===== src/rtl/ex_muldiv_pkg.sv =====
// Shared encodings for the iterative multiply/divide unit: op codes,
// FSM state codes and the default operand width.
package ex_muldiv_pkg;

  localparam int WIDTH_DEFAULT = 32;

  localparam logic [2:0] OP_MULT  = 3'd0;
  localparam logic [2:0] OP_MULTU = 3'd1;
  localparam logic [2:0] OP_DIV   = 3'd2;
  localparam logic [2:0] OP_DIVU  = 3'd3;
  localparam logic [2:0] OP_MADD  = 3'd4;
  localparam logic [2:0] OP_MADDU = 3'd5;
  localparam logic [2:0] OP_MSUB  = 3'd6;
  localparam logic [2:0] OP_MSUBU = 3'd7;

  localparam logic [1:0] S_IDLE = 2'd0;
  localparam logic [1:0] S_RUN  = 2'd1;
  localparam logic [1:0] S_DIV0 = 2'd2;
  localparam logic [1:0] S_DONE = 2'd3;

  function automatic logic op_is_div(input logic [2:0] op);
    return op[2:1] == 2'b01;
  endfunction

  // Even op codes are the signed variants.
  function automatic logic op_is_signed(input logic [2:0] op);
    return ~op[0];
  endfunction

endpackage


===== src/rtl/ex_muldiv_step.sv =====
// One radix-2 iteration: shift-add multiply on {hi, multiplier} or
// restoring shift-subtract divide on {remainder, dividend/quotient}.
module muldiv_step
  import ex_muldiv_pkg::*;
#(
  parameter int WIDTH = WIDTH_DEFAULT
) (
  input  logic               div,
  input  logic [2*WIDTH-1:0] acc_in,
  input  logic [WIDTH-1:0]   operand,
  output logic [2*WIDTH-1:0] acc_out
);

  logic [WIDTH:0] add_sum;
  logic [WIDTH:0] rem_sh;
  logic [WIDTH:0] diff;

  always_comb begin
    // NOTE: every output of a combinational block gets a value on every path
    // (defaults first), otherwise synthesis infers a latch.
    acc_out = acc_in;
    add_sum = {1'b0, acc_in[2*WIDTH-1:WIDTH]} + (acc_in[0] ? {1'b0, operand} : '0);
    rem_sh  = {acc_in[2*WIDTH-1:WIDTH], acc_in[WIDTH-1]};
    diff    = rem_sh - {1'b0, operand};
    if (div) begin
      // Borrow out of the extra bit means the trial subtraction went negative.
      if (diff[WIDTH]) acc_out = {rem_sh[WIDTH-1:0], acc_in[WIDTH-2:0], 1'b0};
      else             acc_out = {diff[WIDTH-1:0],   acc_in[WIDTH-2:0], 1'b1};
    end else begin
      acc_out = {add_sum, acc_in[WIDTH-1:1]};
    end
  end

endmodule


===== src/rtl/ex_muldiv.sv =====
// Iterative multiply / multiply-accumulate / divide unit: WIDTH cycles per
// operation, with sign handling, annul and a one-cycle ready pulse.
module ex_muldiv
  import ex_muldiv_pkg::*;
#(
  parameter int WIDTH = WIDTH_DEFAULT,
  parameter int CNT_W = 6
) (
  input  logic               clk,
  input  logic               rst,
  input  logic               start_i,
  input  logic               annul_i,
  input  logic [2:0]         op_i,
  input  logic [WIDTH-1:0]   opdata1_i,
  input  logic [WIDTH-1:0]   opdata2_i,
  input  logic [2*WIDTH-1:0] hilo_i,
  output logic [2*WIDTH-1:0] result_o,
  output logic               ready_o,
  output logic               stall_o
);

  logic [1:0]         state;
  logic [CNT_W-1:0]   cnt;
  logic [2:0]         op_q;
  logic               neg_res, neg_rem;
  logic [2*WIDTH-1:0] acc, hilo_q, acc_step, prod, final_res;
  logic [WIDTH-1:0]   operand, mag1, mag2, quo, rem;
  logic               sign1, sign2, accept, last_iter, div_q;

  assign sign1     = op_is_signed(op_i) & opdata1_i[WIDTH-1];
  assign sign2     = op_is_signed(op_i) & opdata2_i[WIDTH-1];
  assign mag1      = sign1 ? -opdata1_i : opdata1_i;
  assign mag2      = sign2 ? -opdata2_i : opdata2_i;
  assign accept    = (state == S_IDLE) && start_i && !annul_i;
  assign last_iter = (cnt == CNT_W'(WIDTH - 1));
  assign div_q     = op_is_div(op_q);

  muldiv_step #(.WIDTH(WIDTH)) u_step (
    .div     (div_q),
    .acc_in  (acc),
    .operand (operand),
    .acc_out (acc_step)
  );

  // Final result is formed from the last iteration's output so it can be
  // registered on the same edge that enters DONE.
  always_comb begin
    prod = neg_res ? -acc_step : acc_step;
    quo  = neg_res ? -acc_step[WIDTH-1:0] : acc_step[WIDTH-1:0];
    rem  = neg_rem ? -acc_step[2*WIDTH-1:WIDTH] : acc_step[2*WIDTH-1:WIDTH];
    case (op_q)
      OP_DIV, OP_DIVU:   final_res = {rem, quo};
      OP_MADD, OP_MADDU: final_res = hilo_q + prod;
      OP_MSUB, OP_MSUBU: final_res = hilo_q - prod;
      default:           final_res = prod;
    endcase
  end

  always_ff @(posedge clk) begin
    // NOTE: reset is synchronous and clears every register, including the
    // operand/accumulator copies, so no stale data survives a reset.
    if (!rst) begin
      state    <= S_IDLE;
      cnt      <= '0;
      op_q     <= '0;
      neg_res  <= 1'b0;
      neg_rem  <= 1'b0;
      acc      <= '0;
      hilo_q   <= '0;
      operand  <= '0;
      result_o <= '0;
    end else begin
      // NOTE: state registers use non-blocking assignments so every flop
      // samples pre-edge values regardless of statement order.
      case (state)
        S_IDLE: if (accept) begin
          op_q    <= op_i;
          acc     <= {{WIDTH{1'b0}}, mag1};
          operand <= mag2;
          neg_res <= sign1 ^ sign2;
          neg_rem <= sign1;
          hilo_q  <= hilo_i;
          cnt     <= '0;
          state   <= (op_is_div(op_i) && opdata2_i == '0) ? S_DIV0 : S_RUN;
        end
        S_RUN: begin
          if (annul_i) begin
            state <= S_IDLE;
          end else begin
            acc <= acc_step;
            cnt <= cnt + 1'b1;
            if (last_iter) begin
              result_o <= final_res;
              state    <= S_DONE;
            end
          end
        end
        S_DIV0: begin
          if (annul_i) begin
            state <= S_IDLE;
          end else begin
            result_o <= '0;
            state    <= S_DONE;
          end
        end
        default: state <= S_IDLE;
      endcase
    end
  end

  assign ready_o = (state == S_DONE);
  assign stall_o = accept || (state == S_RUN) || (state == S_DIV0);

endmodule


===== config.mk =====
export PLATFORM = sky130hd
export DESIGN_NAME = ex_muldiv
export DESIGN_NICKNAME = d
export VERILOG_FILES = /design/src/rtl/ex_muldiv_pkg.sv /design/src/rtl/ex_muldiv_step.sv /design/src/rtl/ex_muldiv.sv
export SDC_FILE = /design/constraint.sdc
export NUM_CORES = 1
export LEC_CHECK = 0
export BUFFER_PORTS_ARGS = -buffer_cell sky130_fd_sc_hd__buf_2
export CORE_MARGIN = 10
export CORE_UTILIZATION = 30
export CTS_CLUSTER_DIAMETER = 30
export DETAILED_ROUTE_END_ITERATION = 10
export PLACE_DENSITY = 0.56
export SLEW_MARGIN = 20
export SYNTH_ARGS = -nofsm -noshare
export SYNTH_HDL_FRONTEND = slang
export SYNTH_SLANG_ARGS = --single-unit

===== constraint.sdc =====
create_clock -name clk -period 9.93 [get_ports clk]
set_input_delay 0.4965 -clock clk [delete_from_list [all_inputs] [get_ports clk]]
set_output_delay 0.4965 -clock clk [all_outputs]
set_load 0.03 [all_outputs]

Word level (Yosys, flattened, before mapping)
Cells that the tools add are included.
W data, S select, Z words.

storage, ports and cells
  flip-flop bits (word level) = 237
  output and inout port bits = 66
  word-level logic and storage cells = 82

operators by class
  $add $sub $neg = 10
  eq/ne operators = 17
  multiplexer cells = 25
  bitwise logic cells = 4
  reductions and logical operators = 17

operators with widths
  cell                   count
  $mux W64               8
  $pmux W64 S2           2
  $pmux W64 S3           1
  $mux W32               5
  $neg A32 Y32           4
  $add A64 B64 Y64       1
  $neg A64 Y64           1
  $sub A64 B64 Y64       1
  $add A32 B33 Y33       1
  $sub A33 B32 Y33       1
  $logic_not A32 Y1      1
  $eq A3 B3 Y1 const B   4
  $mux W6                2
  $pmux W6 S2            1
  $mux W2                5
  $ne A2 B2 Y1 const B   4
  $add A6 B1 Y6 const B  1
  $eq A2 B1 Y1 const B   3
  $eq A3 B2 Y1 const B   2
  $eq A6 B5 Y1 const B   1
  $pmux W2 S3            1
  $reduce_or A2 Y1       3
  $eq A2 B2 Y1 const B   2
  $reduce_and A2 Y1      2
  other kinds (11)       16

Longest topological paths before layout
Gate-level depths: netlist of run 1.

  depth in word-level cells = 10
  depth in mapped cells = 45

Cells and area by module
A second synthesis of run 1 with hierarchy kept.

unflattened totals
  cell total of the unflattened synthesis = 3250
  area, all modules = 23538.8 µm²

by module, submodules not included
  module       times used  cells each  area an instance (µm²)  seq. area each (µm²)
  ex_muldiv    1           2556        18771.8                 4724.5
  muldiv_step  1           694         4767.1                  0.0

Worst setup path before layout of run 1
Ideal clock, no wire load.

  path kind = flip-flop to flip-flop
  from = register acc[31]
  to = register result_o[58]
  arrival = 8.453 ns
  data required time = 9.802 ns
  path slack = 1.350 ns
  cell stages (with the launch flop) = 40
  path buffers = 2
  clock period less this slack = 8.580 ns
  cells stage by stage = dfxtp_1 inv_1 ha_1 inv_1 fa_1 a211oi_2 o211ai_2 a211o_1 nand4_2 a21oi_1 buf_2 o21ai_0 nand2_1 inv_1 ha_1 o2111ai_1 or4_1 o21ai_0 [... 4 more ...] a21oi_1 xor2_1 ha_1 clkbuf_1 a21o_1 a21o_1 a21oi_1 nand2_1 nor2_1 o311ai_0 nand2_1 o31ai_1 a311oi_1 o21ai_0 a31oi_1 mux2_2 a32oi_1 nor2_1

between the ends
  cells in the longest elaborated chain, start to end = 10
  elaborated cells on any way between the ends = 13
  classes of those cells = add/sub (5); mux (8)

RTL lines
  what                                                         line                              RTL
  start: declaration                                           ex_muldiv.sv:26                   logic [2*WIDTH-1:0] acc, hilo_q, acc_step, prod, final_res;
  start signal: assignment                                     ex_muldiv.sv:78                   acc <= {{WIDTH{1'b0}}, mag1};
  start signal: assignment                                     ex_muldiv.sv:90                   acc <= acc_step;
  $sub A33 B32 Y33                                             ex_muldiv_step.sv:24              diff = rem_sh - {1'b0, operand};
  $mux W64                                                     ex_muldiv_step.sv:27              if (diff[WIDTH]) acc_out = {rem_sh[WIDTH-1:0], acc_in[WIDTH-2:0], 1'b0};
  $mux W64 (*)                                                 ex_muldiv_step.sv:25              if (div) begin
  $neg A64 Y64                                                 ex_muldiv.sv:48                   prod = neg_res ? -acc_step : acc_step;
  $mux W64                                                     ex_muldiv.sv:48
  $sub A64 B64 Y64 / $add A64 B64 Y64 (equally long branches)  ex_muldiv.sv:54, ex_muldiv.sv:53
  $pmux W64 S3 (*)                                             ex_muldiv.sv:51                   case (op_q)
  $mux W64 (*)                                                 ex_muldiv.sv:92                   if (last_iter) begin
  $mux W64 (*)                                                 ex_muldiv.sv:87                   if (annul_i) begin
  $pmux W64 S2 (*)                                             ex_muldiv.sv:75                   case (state)
  end signal: assignment                                       ex_muldiv.sv:93                   result_o <= final_res;
  end: declaration                                             ex_muldiv.sv:17                   output logic [2*WIDTH-1:0] result_o,

Every way passes the cells marked *; elsewhere a longest branch is shown, timed or not. The select of a mux whose other input is x is not followed.
A chain may end at the register's enable or synchronous reset.

Worst setup path in the final report of run 1
  from = register acc[31]
  to = register result_o[55]

The elaborated chain is that of the path after synthesis.

==> impl_metrics.tcl, run 1 <==
set metrics [dict create \
    grt_overflow 0 \
    cts_sinks 236 \
    antenna_found_initial 11 \
    finalSetupViolCount 0 \
    period_minus_slack_ns 9.42 \
    leakage_nw 11.7 \
    ys_seq_area_share_pct 19.7 \
    status "complete, no violations" \
    synth.distinct_cells 113 \
    io_pins 201 \
    netSwitchingPower_mw 2.14 \
    htree_levels 2 \
    clk_pin_slew_ns 0.05 \
    fin_tns_setup_ns 0 \
    totalWireLength_mm 94.8 \
    cts-root-buf "clkbuf_16" \
    worst_slew_pin_slew_ns 1.24 \
    holdWs_ns 0.114 \
    hpwl_mm 74.1 \
    grt_start_max_net_pins 91 \
    syn-num-nets 3628 \
    drt_iter0_markers 2395 \
    powerDensity_nw_per_um2 193 \
    period_share_pct 94.9 \
    critPathCaptureType "flip-flop" \
    drive_gt1_share_pct 13.0 \
    detail_route.wl_per_cell_um 20.7 \
    portBuffers 200 \
    min_path_type "in2reg" \
    critPathSlowestCell "or4_1" \
    die_h_um 302 \
    swShare_pct 39.4 \
    clk_path_buf_depth 3 \
    gp_congestion 0.982 \
    syn_to_final_growth_pct 17.4 \
    synth-edff-count 0 \
    rsz0062_at_grt "no" \
    arrival_ns 9.93 \
    die_w_um 302 \
    nets 3747 \
    clock_latency_ns 0.62 \
    crit_family "compound AO/OA/AOI/OAI gates" \
    routed-via-count 25500 \
    fmaxAchievable_mhz 106 \
    grt_pass1_wl_mm 142 \
    synth_area_um2 23900 \
    ir_worst_vdd_v 0.000136 \
    start_util_pct 30.3 \
    synthCells 3353 \
    ys_warn_count 0 \
    maxSlewHeadroom_pct 16.7 \
    cts_tree "done" \
    numCtsBuffers 61 \
    slew_viol_final 0 \
    cpPeakStageDelay_ns 0.69 \
    path_buf_inv 4 \
    die-area_um2 91500 \
    reg2reg_slack_ns 0.51 \
    startpoint_type "flip-flop" \
    grt_pass1_vias 23400 \
    cp_max_fo 7 \
    via_per_inst 5.59 \
    combPwrFrac_pct 41.1 \
    yosys_most_used_dff "dfxtp_1" \
    power_frac_seq_pct 20.0 \
    finClkSkew_ns 0.0243 \
    synth.avg_cell_area_um2 7.14 \
    clkPwrFrac_pct 38.9 \
    ys_seq_elements 236 \
    first_pass_iters 6 \
    hold_viol 0 \
    drc 0 \
    drv_cap 0 \
    core_area_um2 79000 \
    track_usage_pct 19.6 \
    holdBufCountCts 0 \
    antenna_left 0 \
    critical_path_class "reg2reg" \
    synthArstFlopShare_pct 0 \
    rows 103 \
    required_ns 10.44 \
    internal_power_mw 3.29 \
]
==> per-stage QoR <==
stage	utilization (%)	worst slack [ns]	power (mW)	std cells	area, um2
2_1_floorplan	-	1.35	2.69	3353	23900
3_3_place_gp	32.8	0.692	3.30	4459	25900
3_5_place_dp	32.8	0.475	3.29	4459	25900
4_1_cts	35.5	0.439	5.43	4568	28100
5_1_grt	35.6	0.0419	5.72	4570	28100
6_report	35.6	0.508	5.43	4570	28100
==> what timing repair did <==
action                                  in CTS  in global routing
resized for setup                            0                  2
endpoints found under the setup margin       0                  8
buffers inserted                             0                  0
==> worst paths after layout <==
path | from | to | cells past startpoint
max reg2reg | acc[31] | result_o[55] | 34
max | acc[31] | result_o[55] | 34
min reg2reg | result_o[46] | result_o[46] | 2
min | hilo_i[24] | hilo_q[24] | 3
==> registers in the layout, summed over array words and instances (netlist names) <==
signal	count
state	2
hilo_q	64
neg_res	1
cnt	6
acc	64
op_q	2
neg_rem	1
result_o	64
operand	32
==> synthesized netlist by cell type (49+ instances only) <==
cell | n | area share (%)
and2_1 | 49 | 1.3
nor2_1 | 336 | 5.3
a21o_1 | 75 | 2.4
nand3_1 | 80 | 1.7
nand2_1 | 431 | 6.8
ha_1 | 137 | 7.2
a21oi_1 | 350 | 7.3
a31oi_1 | 56 | 1.5
inv_1 | 92 | 1.4
dfxtp_1 | 236 | 20
mux2i_1 | 61 | 2.6
nor3_1 | 83 | 1.7
xnor2_1 | 168 | 6.1
o21ai_0 | 165 | 3.5
clkbuf_1 | 147 | 2.3
xor2_1 | 124 | 4.5
o211ai_1 | 60 | 1.9
a211oi_1 | 56 | 1.8
==> cell usage in the layout (no fill, tap or decap), types with 25 or more instances in the layout <==
cell and count:
a211oi_1 56, a21o_1 75, a21oi_1 350, a22oi_1 45
a31oi_1 56, and2_1 49, and3_1 31, buf_2 200
buf_4 53, clkbuf_16 63, dfxtp_1 233, ha_1 136
inv_1 92, mux2i_1 61, nand2_1 431, nand2b_1 32
nand3_1 80, nand4_1 42, nor2_1 332, nor2b_1 26
nor3_1 83, o211ai_1 60, o21a_1 25, o21ai_0 164
o31ai_1 29, or3_1 32, xnor2_1 168, xor2_1 124
==> power groups by stage <==
stage          combinational, mW  sequential (mW)  clock, mW
2_1_floorplan               1.60             1.09          0
3_3_place_gp                2.20             1.10          0
3_5_place_dp                2.19             1.10          0
4_1_cts                     2.20             1.09       2.14
5_1_grt                     2.44             1.09       2.19
6_report                    2.23             1.09       2.11
==> worst register-to-register path, delay by kind of cell, from the launching register on <==
kind / cells / cell delay, ns
fa+ha+maj: 4 / 1.27
simple gates: 10 / 3.15
flops: 1 / 0.35
buf+inv: 4 / 0.48
xor+xnor: 3 / 0.47
compound gates: 13 / 3.59
==> cells by family after synthesis <==
| logic type | Yosys count | synth area share [%] |
|---|---|---|
| AND/OR/NAND/NOR | 1261 | 25.2 |
| AO/OA/AOI/OAI | 1055 | 28.8 |
| XOR/XNOR | 295 | 10.9 |
| buffers and inverters | 292 | 4.80 |
| flip-flops | 236 | 19.7 |
| adder cells (fa/ha/maj) | 140 | 7.41 |
| multiplexers | 74 | 3.18 |
==> layer usage <==
layer | track usage, % | wire length [um] | vias up
li1 | - | - | 12400
met1 | 28.0 | 44200 | 12000
met2 | 28.9 | 39600 | 978
met3 | 5.20 | 8800 | 150
met4 | 4.75 | 2080 | 16
met5 | 0 | 99 | -
==> layout make-up <==
cell class              instances  area, um2
diodes                          2       5.00
clock buffers                  74       1690
clock inverters                35        502
fillers                      8474      50900
inverters                      95        362
multi-input cells            2825      18100
flip-flops and latches        236       4730
well taps                    1050       1310
repair buffers                253       1400
Note: power is estimated with default switching activity, not from simulation.
==> inputs of run 2 (changes only) <==
PLACE_DENSITY = 0.54   (was 0.56)
==> run 2 against run 1 <==
  * Core utilization up 0.27 points
  * Largest power group is now clock
  * Clock power rose by 8%
  * Final cell count up 0.31%
  * Power is 3.4% higher
  * Global-route usage increased by 0.29 points
  * Setup slack improved by 0.23 ns
  * Critical path type unchanged
  * Routed wire length grew 0.74%
  * Largest cell class unchanged
==> impl_metrics.tcl, run 2 (same netlist as run 1, synthesis figures left out) <==
set metrics [dict create \
    status "complete, no violations" \
    drv_cap 0 \
    die-area_um2 91500 \
    leakage_nw 11.8 \
    r2r_end "result_o[58]" \
    cts_sinks 236 \
    core_area_um2 79000 \
    rsz0062_at_grt "no" \
    cp-startpoint "acc[31]" \
    dp_slack_ns 0.435 \
    startpoint_type "flip-flop" \
    routed-via-count 25500 \
    fin_tns_setup_ns 0 \
    finClkSkew_ns 0.0291 \
    clk_path_buf_depth 3 \
    critPathSlowestCell "or4_1" \
    path_buf_inv 3 \
    period_minus_slack_ns 9.19 \
    antenna_left 0 \
    drive_gt1_share_pct 13.3 \
    antenna_found_initial 9 \
    n_fill_cell 8410 \
    grt_start_max_net_pins 84 \
    crit_family "compound AO/OA/AOI/OAI gates" \
    crit_end "result_o[58]" \
    finalSetupViolCount 0 \
    holdWs_ns 0.134 \
    period_share_pct 92.6 \
    slew_viol_final 0 \
    htree_levels 3 \
    cts_tree "done" \
    critPathCaptureType "flip-flop" \
    cts-root-buf "clkbuf_16" \
    biggestRegsByFlops "acc (64), hilo_q (64), result_o (64)" \
    critical_path_class "reg2reg" \
    rr_worst_depth 37 \
    holdBufCountCts 0 \
    die_w_um 302 \
    grt_pass1_wl_mm 144 \
    min_path_type "in2reg" \
    drt_iter0_markers 2414 \
    setup_ws_ns 0.738 \
    grt_overflow 0 \
    regArea_um2 4730 \
    final_util_pct 35.8 \
    via_per_inst 5.57 \
    maxSlewHeadroom_pct 22.5 \
    gp_congestion 0.969 \
    r2r-start "acc[31]" \
    reg2reg_slack_ns 0.74 \
    portBuffers 200 \
    layout_common_cells "nand2_1, a21oi_1, nor2_1" \
    drc 0 \
    first_pass_iters 5 \
    required_ns 10.38 \
    hpwl_mm 74.5 \
    die_h_um 302 \
    worst_slew_pin_slew_ns 1.15 \
    arrival_ns 9.64 \
    cpPeakStageDelay_ns 0.71 \
    syn_to_final_growth_pct 18.3 \
    multi_input_area_um2 18100 \
    mostFrequentLayoutCell "nand2_1" \
    clock_latency_ns 0.61 \
    powerDensity_nw_per_um2 198 \
    path_depth 37 \
    track_usage_pct 19.9 \
    clk_pin_slew_ns 0.04 \
    rows 103 \
    ir_worst_vdd_v 0.000128 \
    numCtsBuffers 66 \
    hold_path_startpoint "hilo_i[53]" \
    start_util_pct 30.3 \
    cp_max_fo 7 \
    fmaxAchievable_mhz 109 \
    nets 3754 \
    detail_route.wl_per_cell_um 20.8 \
    totalWireLength_mm 95.5 \
    io_pins 201 \
    grt_pass1_vias 23700 \
    hold_viol 0 \
]
-- run 2: changes by cell type in the layout (fill, tap and decap cells not counted), moves of 2 or more --
cell and change:
clkinv_4 -8, clkinv_8 +2, clkinv_2 +6, inv_16 +2, o21ai_0 -2, clkinvlp_4 +2
clkbuf_16 +3, buf_4 +2, clkbuf_1 +3
-- run 2: timing repair --
| action | CTS | global route |
|---|---|---|
| setup buffers | 0 | 0 |
| endpoints found under the setup margin | 0 | 10 |
| gates resized for setup | 0 | 4 |
-- run 2: area by class of cell --
class,instances,share of cell area (%)
diodes,2,0.0177
clock buffers,79,6.22
clock inverters,42,2.18
inverters,95,1.28
multi-input cells,2825,64.0
flip-flops and latches,236,16.7
well taps,1050,4.64
repair buffers,255,5.00
-- run 2: how the worst min path moves through the flow --
stage                        end  cells past startpoint  slack, ns
floorplan              hilo_q[0]                      2       0.44
global placement    result_o[56]                      2       0.44
detailed placement  result_o[56]                      2       0.45
CTS                   hilo_q[52]                      3        0.1
global route          hilo_q[48]                      3       0.13
finish                hilo_q[53]                      3       0.13
-- run 2: where the power goes --
| group | switching [mW] | leakage [nW] | internal (mW) |
|---|---|---|---|
| Sequential | 0.0787 | 1.92 | 1.02 |
| Combinational | 1.43 | 8.75 | 0.804 |
| Clock | 0.703 | 1.14 | 1.58 |
| Total | 2.21 | 11.8 | 3.40 |
-- run 2: routing by layer --
metal,GRT usage (%),share of wire (%)
met2,30.0,42
met3,3.81,8.2
met5,0,0.066
met1,28.9,48
met4,4.56,1.9
-- run 2: worst reg2reg max path, delay by kind of cell (launching register included) --
kind,cells,cell delay (ns)
simple gates,10,2.64
compound gates,17,3.82
flops,1,0.35
fa+ha+maj,4,1.21
mux,1,0.37
xor+xnor,2,0.40
buf+inv,3,0.27
-- run 2: metrics by stage --
step / cell area [um2] / power (mW) / std cells
2_1_floorplan: 23900 / 2.69 / 3353
3_3_place_gp: 25900 / 3.31 / 4461
6_report: 28300 / 5.61 / 4584
5_1_grt: 28300 / 5.92 / 4584
3_5_place_dp: 25900 / 3.30 / 4461
4_1_cts: 28300 / 5.61 / 4582
